===== config.mk =====
export PLATFORM = sky130hd
export DESIGN_NAME = mem_op_seq
export DESIGN_NICKNAME = d
export VERILOG_FILES = /design/src/rtl/mem_op_seq.sv
export SDC_FILE = /design/constraint.sdc
export NUM_CORES = 1
export LEC_CHECK = 0
export CAP_MARGIN = 30
export CORE_ASPECT_RATIO = 0.6
export CORE_MARGIN = 2
export CORE_UTILIZATION = 35
export CTS_BUF_LIST = sky130_fd_sc_hd__clkbuf_16
export DETAILED_ROUTE_END_ITERATION = 8
export GPL_ROUTABILITY_DRIVEN = 0
export GPL_TIMING_DRIVEN = 0
export HOLD_SLACK_MARGIN = 0.15
export PLACE_DENSITY = 0.86
export SLEW_MARGIN = 20
export SYNTH_ARGS = -nofsm -noshare
export SYNTH_HDL_FRONTEND = slang
export SYNTH_SLANG_ARGS = --single-unit

===== constraint.sdc =====
create_clock -name clk -period 1.69 [get_ports clk]
set_clock_uncertainty 0.2 [all_clocks]
set_input_delay 0.338 -clock clk [delete_from_list [all_inputs] [get_ports clk]]
set_output_delay 0.338 -clock clk [all_outputs]
set_load 0.02 [all_outputs]

===== src/rtl/mem_op_seq.sv =====
// mem_op_seq: operand-fetch / write-back sequencer for the 8x32 RAM and the
// AND/OR operator unit. A start request walks the FSM through two operand
// reads, one operator cycle, one result write-back and a done pulse.
//
// state  | meaning
// -------+---------------------------------------------------------------
// IDLE   | waiting for start; latches addresses and mode when it arrives
// RD_A   | mem_addr = a_q, operand A captured from mem_rdata at the edge
// RD_B   | mem_addr = b_q, operand B captured from mem_rdata at the edge
// OPER   | operands and mode stable; operator registers op_c at the edge
// WR     | mem_addr = c_q, mem_wdata = op_c, mem_wmode = 1 for one cycle
// DONE   | done = 1, op_count advances at the edge, back to IDLE
module mem_op_seq #(
  parameter int AW = 3,
  parameter int DW = 32,
  parameter int CW = 8
) (
  input  logic          clk,
  input  logic          rst,
  input  logic          start,
  input  logic          or_mode,
  input  logic [AW-1:0] a_addr,
  input  logic [AW-1:0] b_addr,
  input  logic [AW-1:0] c_addr,
  output logic          busy,
  output logic          done,
  output logic [CW-1:0] op_count,
  output logic [AW-1:0] mem_addr,
  output logic [DW-1:0] mem_wdata,
  output logic          mem_wmode,
  input  logic [DW-1:0] mem_rdata,
  output logic [DW-1:0] op_a,
  output logic [DW-1:0] op_b,
  output logic          op_mode,
  input  logic [DW-1:0] op_c
);

  typedef enum logic [2:0] {
    S_IDLE = 3'd0,
    S_RD_A = 3'd1,
    S_RD_B = 3'd2,
    S_OPER = 3'd3,
    S_WR   = 3'd4,
    S_DONE = 3'd5
  } state_t;

  state_t        state_q;
  logic [AW-1:0] a_q;
  logic [AW-1:0] b_q;
  logic [AW-1:0] c_q;
  logic          mode_q;
  logic [AW-1:0] addr_q;
  logic          wmode_q;
  logic          busy_q;
  logic          done_q;
  logic [CW-1:0] count_q;
  logic [CW-1:0] count_d;
  logic [DW-1:0] op_a_q;
  logic [DW-1:0] op_b_q;

  // Completed-operation counter wraps naturally at 2**CW.
  always_comb begin
    count_d = count_q + CW'(1);
  end

  // Sequencer FSM; every visible control output is a register set on the
  // transition into the state that needs it, so reset clears them at once.
  always_ff @(posedge clk or negedge rst) begin
    if (!rst) begin
      state_q <= S_IDLE;
      a_q     <= '0;
      b_q     <= '0;
      c_q     <= '0;
      mode_q  <= 1'b0;
      addr_q  <= '0;
      wmode_q <= 1'b0;
      busy_q  <= 1'b0;
      done_q  <= 1'b0;
      count_q <= '0;
      op_a_q  <= '0;
      op_b_q  <= '0;
    end else begin
      unique case (state_q)
        S_IDLE: begin
          if (start) begin
            a_q     <= a_addr;
            b_q     <= b_addr;
            c_q     <= c_addr;
            mode_q  <= or_mode;
            addr_q  <= a_addr;
            busy_q  <= 1'b1;
            state_q <= S_RD_A;
          end
        end
        S_RD_A: begin
          op_a_q  <= mem_rdata;
          addr_q  <= b_q;
          state_q <= S_RD_B;
        end
        S_RD_B: begin
          op_b_q  <= mem_rdata;
          addr_q  <= '0;
          state_q <= S_OPER;
        end
        S_OPER: begin
          addr_q  <= c_q;
          wmode_q <= 1'b1;
          state_q <= S_WR;
        end
        S_WR: begin
          addr_q  <= '0;
          wmode_q <= 1'b0;
          done_q  <= 1'b1;
          state_q <= S_DONE;
        end
        S_DONE: begin
          done_q  <= 1'b0;
          busy_q  <= 1'b0;
          count_q <= count_d;
          state_q <= S_IDLE;
        end
        default: begin
          addr_q  <= '0;
          wmode_q <= 1'b0;
          done_q  <= 1'b0;
          busy_q  <= 1'b0;
          state_q <= S_IDLE;
        end
      endcase
    end
  end

  // op_c only becomes valid at the edge that enters WR, so the write data is
  // gated from the operator result by the registered write enable.
  always_comb begin
    mem_wdata = wmode_q ? op_c : '0;
  end

  assign busy      = busy_q;
  assign done      = done_q;
  assign op_count  = count_q;
  assign mem_addr  = addr_q;
  assign mem_wmode = wmode_q;
  assign op_a      = op_a_q;
  assign op_b      = op_b_q;
  assign op_mode   = mode_q;

endmodule


# Yosys cells after proc, flatten, opt, wreduce, memory -nomap -nowiden
# Cells that the tools add are included.
[classes] add_sub_neg=1 n_reduce_logical=7 mux=9 n_bitwise=2 n_eq_ne=6
[op_table] cell="32-bit 2-to-1 mux" count=1
[op_table] cell="3-bit one-hot mux with 5 select lines" count=1
[op_table] cell="3-bit one-hot mux with 4 select lines" count=1
[op_table] cell="4-bit OR reduction" count=3
[op_table] cell="8-bit by 1-bit adder with 8-bit output (second input constant)" count=1
[op_table] cell="3-bit by 2-bit == test with 1-bit output (second input constant)" count=2
[op_table] cell="3-bit == test (second input constant)" count=2
[op_table] cell="3-bit 2-to-1 mux" count=2
[op_table] cell="1-bit one-hot mux with 2 select lines" count=3
[op_table] cell="2-bit AND reduction" count=3
[op_table] cell="3-bit by 1-bit == test with 1-bit output (second input constant)" count=1
[op_table] cell="3-bit logical NOT" count=1
[op_table] cell="2-bit inequality test (second input constant)" count=1
[op_table] cell="1-bit NOT" count=2
[op_table] cell="1-bit 2-to-1 mux" count=1
[totals] word_cells=36 out_inout_bits=111 in_bits=77 reg_bits=88

# Longest topological paths before layout
[logic_depth] word_depth=4 ltp_mapped=5

# Least setup slack after synthesis
# Ideal clock, no wire load.
[synth_timing] kind="reg-to-reg" start="register state_q[0]" end="register op_b_q[10] (netlist: op_b[10])" slack_ns=-0.004 required_ns=1.365 period_less_slack_ns=1.694 arrival_ns=1.369 setup_ns=0.125 stages_incl_launch_ff=6 path_buffers=2 path_cell_list="dfrtp_1 buf_4 nand2b_1 nor2_2 buf_4 mux2_2"
[synth_between] elab_chain_len=1
[synth_rtl] item="start: declaration" line="47" source="state_t state_q;"
[synth_rtl] item="start signal: assignment" line="70" source="state_q <= S_IDLE;"
[synth_rtl] item="start signal: assignment" line="92" source="state_q <= S_RD_A;"
[synth_rtl] item="start signal: assignment" line="98" source="state_q <= S_RD_B;"
[synth_rtl] item="3-bit by 2-bit == test with 1-bit output" line="83" source="unique case (state_q)"
[synth_rtl] item="end signal: assignment" line="101" source="op_b_q <= mem_rdata;"
[synth_rtl] item="end: declaration" line="59" source="logic [DW-1:0] op_b_q;"
# No other way between the ends.
# A chain may end at the register's enable or synchronous reset.

# Worst setup path in the final report
[layout_timing] start="register wmode_q (netlist: mem_wmode)" end="output mem_wdata[12]"
[layout_between] elab_chain_len=1
[layout_rtl] item="start: declaration" line="53" source="logic wmode_q;"
[layout_rtl] item="start signal: assignment" line="76" source="wmode_q <= 1'b0;"
[layout_rtl] item="start signal: assignment" line="107" source="wmode_q <= 1'b1;"
[layout_rtl] item="start signal: assignment" line="112" source="wmode_q <= 1'b0;"
[layout_rtl] item="32-bit 2-to-1 mux" line="136" source="mem_wdata = wmode_q ? op_c : '0;"
[layout_rtl] item="end: declaration" line="29" source="output logic [DW-1:0] mem_wdata,"
# No other way between the ends.

==> flow_metrics.env <==
export IMPL_power_combinational_fraction_pct=56.4
export IMPL_register_clock_pin_slew_on_the_reported_worst_setup_and_hold_paths_ps=60
export IMPL_final_cells=622
export IMPL_ys_async_sr_fraction_pct=100
export IMPL_timing_final_crit_period_ps=1850
export IMPL_grt_overflow=0
export IMPL_end_kind="output port"
export IMPL_1st_iter_drt_viols=95
export IMPL_power_net_switching_mw=5.05
export IMPL_synthTopCellsByCount="sky130_fd_sc_hd__dfrtp_1, sky130_fd_sc_hd__mux2_2, sky130_fd_sc_hd__and2_1"
export IMPL_whs_ps=231
export IMPL_synth_area_per_cell_um2=14.1
export IMPL_power_switching_share_pct=36.3
export IMPL_initial_core_utilization_pct=36.7
export IMPL_ys_dominant_reg_cell="sky130_fd_sc_hd__dfrtp_1"
export IMPL_synth_area_um2=3690
export IMPL_floorplan_rows=28
export IMPL_ios=188
export IMPL_slew_at_the_pin_closest_to_its_max_slew_limit_ps=528
export IMPL_drcViolationCount=0
export IMPL_first_global_vias=3203
export IMPL_ant_nets=0
export IMPL_dp_cells=583
export IMPL_grt_max_degree=51
export IMPL_synth_nets=339
export IMPL_internal_power_mw=8.87
export IMPL_most_numerous_cell_in_the_yosys_netlist="sky130_fd_sc_hd__dfrtp_1"
export IMPL_cts_sinks=88
export IMPL_run_status="finished with violations"
export IMPL_postLayoutSetupSlackWorst_ps=-164
export IMPL_drive_gt1_share_pct=36.6
export IMPL_yosys_top_cells_area="sky130_fd_sc_hd__dfrtp_1, sky130_fd_sc_hd__mux2_2, sky130_fd_sc_hd__and2_1"
export IMPL_drt_wl_total_um=11200
export IMPL_maxCapViolCount=0
export IMPL_clock_tree_root_cell="sky130_fd_sc_hd__clkbuf_16"
export IMPL_seqPwrFrac_pct=27.3
export IMPL_post_route_period_util_pct=110
export IMPL_worst_vdd_drop_mv=1.06
export IMPL_synthDominantAreaCellType="sky130_fd_sc_hd__dfrtp_1"
export IMPL_number_of_instances_in_the_synthesized_netlist=261
export IMPL_timing_final_hold_violations=0
export IMPL_tritoncts="done"
export IMPL_cts_made_buffers=9
export IMPL_relSlewSlack_pct=64.8
export IMPL_port_buffer_count=186
export IMPL_total_core_area_um2=10100
export IMPL_fp_dieW_um=136
export IMPL_synth_largest_type_area_fraction_pct=59.7
export IMPL_synth_sequential_area_ratio_pct=59.7
export IMPL_netlist_cell_type_count=31
export IMPL_detailedRoute_firstPassIterationCount=4
export IMPL_global_route_usage_total_pct=19.3
export IMPL_flow_area_growth_from_synthesis_pct=79.1
export IMPL_total_leakage_power_nw=3.15
export IMPL_grt_pass1_wl_um=17000
export IMPL_chipHeight_um=83.5
export IMPL_setup_repair_after_global_routing_missed_its_margin="yes"
export IMPL_n_antenna_cell=0
export IMPL_power_per_cell_area_nw_per_um2=2110
export IMPL_path_max_fanout=6
export IMPL_antenna_violations_before_repair=0
export IMPL_cts_path_max_buffers=2
export IMPL_preCtsSetupSlack_ps=-442
export IMPL_vias_per_cell=4.73
export IMPL_ctsHtreeMaxLevel=3
export IMPL_number_of_enable_flip_flop_cells_after_synthesis=0
export IMPL_setup_violation_total_in_the_final_timing_report=49
export IMPL_routed_wire_length_per_instance_um=18.0
export IMPL_criticalPathCategory="reg2out"
export IMPL_fillers=735
export IMPL_clockPowerShare_pct=16.3
export IMPL_route_vias_total=2941
export IMPL_clk_latency_ps=340
export IMPL_dp_final_hpwl_um=7440
export IMPL_cp_start_kind="flop"
export IMPL_timing_setup_tns_ps=-4200
export IMPL_synthesis_yosys_warnings=0
export IMPL_slew_viol_final=0
export IMPL_worstPathArrival_ps=1320
export IMPL_synth_seq_cells=88
export IMPL_max_clock_freq_ghz=0.539
export IMPL_die_area_um2=11400
export IMPL_worst_ep_required_ps=1150
export IMPL_violations="negative setup slack"
export IMPL_hold_path_class="in2reg"
export IMPL_nNetsFinal=560
area by class of cell:
class | count | area [um^2] | share of cell area (%)
inverters | 3 | 11.3 | 0.171
clock inverters | 7 | 120 | 1.82
clock buffers | 9 | 225 | 3.41
flip-flops and latches | 88 | 2200 | 33.4
well taps | 135 | 169 | 2.56
repair buffers | 211 | 2050 | 31.0
plain buffers | 13 | 174 | 2.63
multi-input cells | 156 | 1650 | 25.0
power by group through the flow:
stage | sequential, mW | clock, mW | combinational (mW)
after global routing | 3.93 | 2.42 | 8.30
after detailed placement | 3.79 | 0 | 6.61
after floorplan | 4.80 | 0 | 2.53
after CTS | 3.76 | 2.31 | 7.03
final | 3.80 | 2.28 | 7.85
after global placement | 3.71 | 0 | 6.46
cells by family after synthesis:
group / count (synthesis) / share of synthesized area, %
buffers and inverters: 17 / 2.44
flip-flops: 88 / 59.7
XOR/XNOR: 7 / 1.66
AO/OA/AOI/OAI: 13 / 2.34
adder cells (fa/ha/maj): 1 / 0.339
AND/OR/NAND/NOR: 57 / 9.84
multiplexers: 78 / 23.6
worst max-delay path, cell delays in order (launching register included):
cell	delay [ps]
sky130_fd_sc_hd__dfrtp_2	470
sky130_fd_sc_hd__buf_6	150
sky130_fd_sc_hd__buf_8	110
sky130_fd_sc_hd__and2_4	130
sky130_fd_sc_hd__buf_6	120
placed cells by master (no fill, tap or decap), types with 2 or more instances in the layout:
master / synthesis / routed
sky130_fd_sc_hd__a21o_1: 3 / 3
sky130_fd_sc_hd__a21oi_1: 2 / 2
sky130_fd_sc_hd__and2_1: 32 / 22
sky130_fd_sc_hd__and2_4: 0 / 10
sky130_fd_sc_hd__buf_12: 0 / 7
sky130_fd_sc_hd__buf_16: 0 / 3
sky130_fd_sc_hd__buf_2: 6 / 21
sky130_fd_sc_hd__buf_4: 5 / 13
sky130_fd_sc_hd__buf_6: 0 / 16
sky130_fd_sc_hd__buf_8: 0 / 4
sky130_fd_sc_hd__bufinv_16: 0 / 3
sky130_fd_sc_hd__clkbuf_16: 0 / 12
sky130_fd_sc_hd__clkbuf_8: 0 / 3
sky130_fd_sc_hd__clkdlybuf4s50_1: 0 / 74
sky130_fd_sc_hd__clkinvlp_4: 0 / 2
sky130_fd_sc_hd__dfrtp_1: 88 / 86
sky130_fd_sc_hd__dfrtp_2: 0 / 2
sky130_fd_sc_hd__dlygate4sd2_1: 0 / 76
sky130_fd_sc_hd__inv_1: 3 / 4
sky130_fd_sc_hd__mux2_2: 69 / 19
sky130_fd_sc_hd__mux2_4: 0 / 52
sky130_fd_sc_hd__mux2i_1: 6 / 6
sky130_fd_sc_hd__nand2_1: 8 / 8
sky130_fd_sc_hd__nand2b_4: 0 / 2
sky130_fd_sc_hd__nand4_1: 2 / 2
sky130_fd_sc_hd__nor2_4: 0 / 2
sky130_fd_sc_hd__nor3_1: 3 / 3
sky130_fd_sc_hd__o21ai_0: 2 / 2
sky130_fd_sc_hd__o22ai_1: 3 / 2
sky130_fd_sc_hd__xnor2_1: 4 / 4
sky130_fd_sc_hd__xor2_1: 3 / 3
per-stage QoR:
step | util (%) | instance area (um^2) | total power [mW]
3_3_place_gp | 56.9 | 5720 | 10.2
4_1_cts | 62.7 | 6310 | 13.1
3_5_place_dp | 57.1 | 5740 | 10.4
6_report | 65.7 | 6600 | 13.9
2_1_floorplan | - | 3690 | 7.33
5_1_grt | 65.7 | 6600 | 14.6
worst paths after layout:
kind | startpoint | endpoint | slack (ps) | cells past startpoint
worst max-delay path | mem_wmode | mem_wdata[12] | -160 | 4
worst min-delay path | start | state_q[0] | 230 | 3
worst max register to register | state_q[0] | op_b[8] | -90 | 7
worst min register to register | op_count[7] | op_count[7] | 270 | 1
max in group asynchronous | rst | op_a[6] | 330 | 3
min in group asynchronous | rst | op_a[11] | 320 | 2
state kept, by name (all words and copies together), names as in the netlist:
signal     count
done           1
op_mode        1
b_q            3
busy           1
mem_addr       3
op_b          32
state_q        3
mem_wmode      1
op_a          32
c_q            3
op_count       8
layer usage:
metal | vias up | track usage [%] | routed length (um)
met5 | - | 0 | 0
met4 | 0 | 3.69 | 73
met3 | 9 | 6.62 | 811
met2 | 119 | 32.9 | 5480
met1 | 1465 | 23.7 | 4850
li1 | 1348 | - | -
repair_timing:
action / in CTS / in global routing
setup buffers: 10 / 7
hold buffers: 1 / 0
pin swaps: 2 / 3
gates cloned: 4 / 3
gates resized for setup: 289 / 61
endpoints found under the setup margin: 178 / 105
hold endpoints to repair: 38 / 0
No activity file was read; power rests on OpenSTA's default activity.
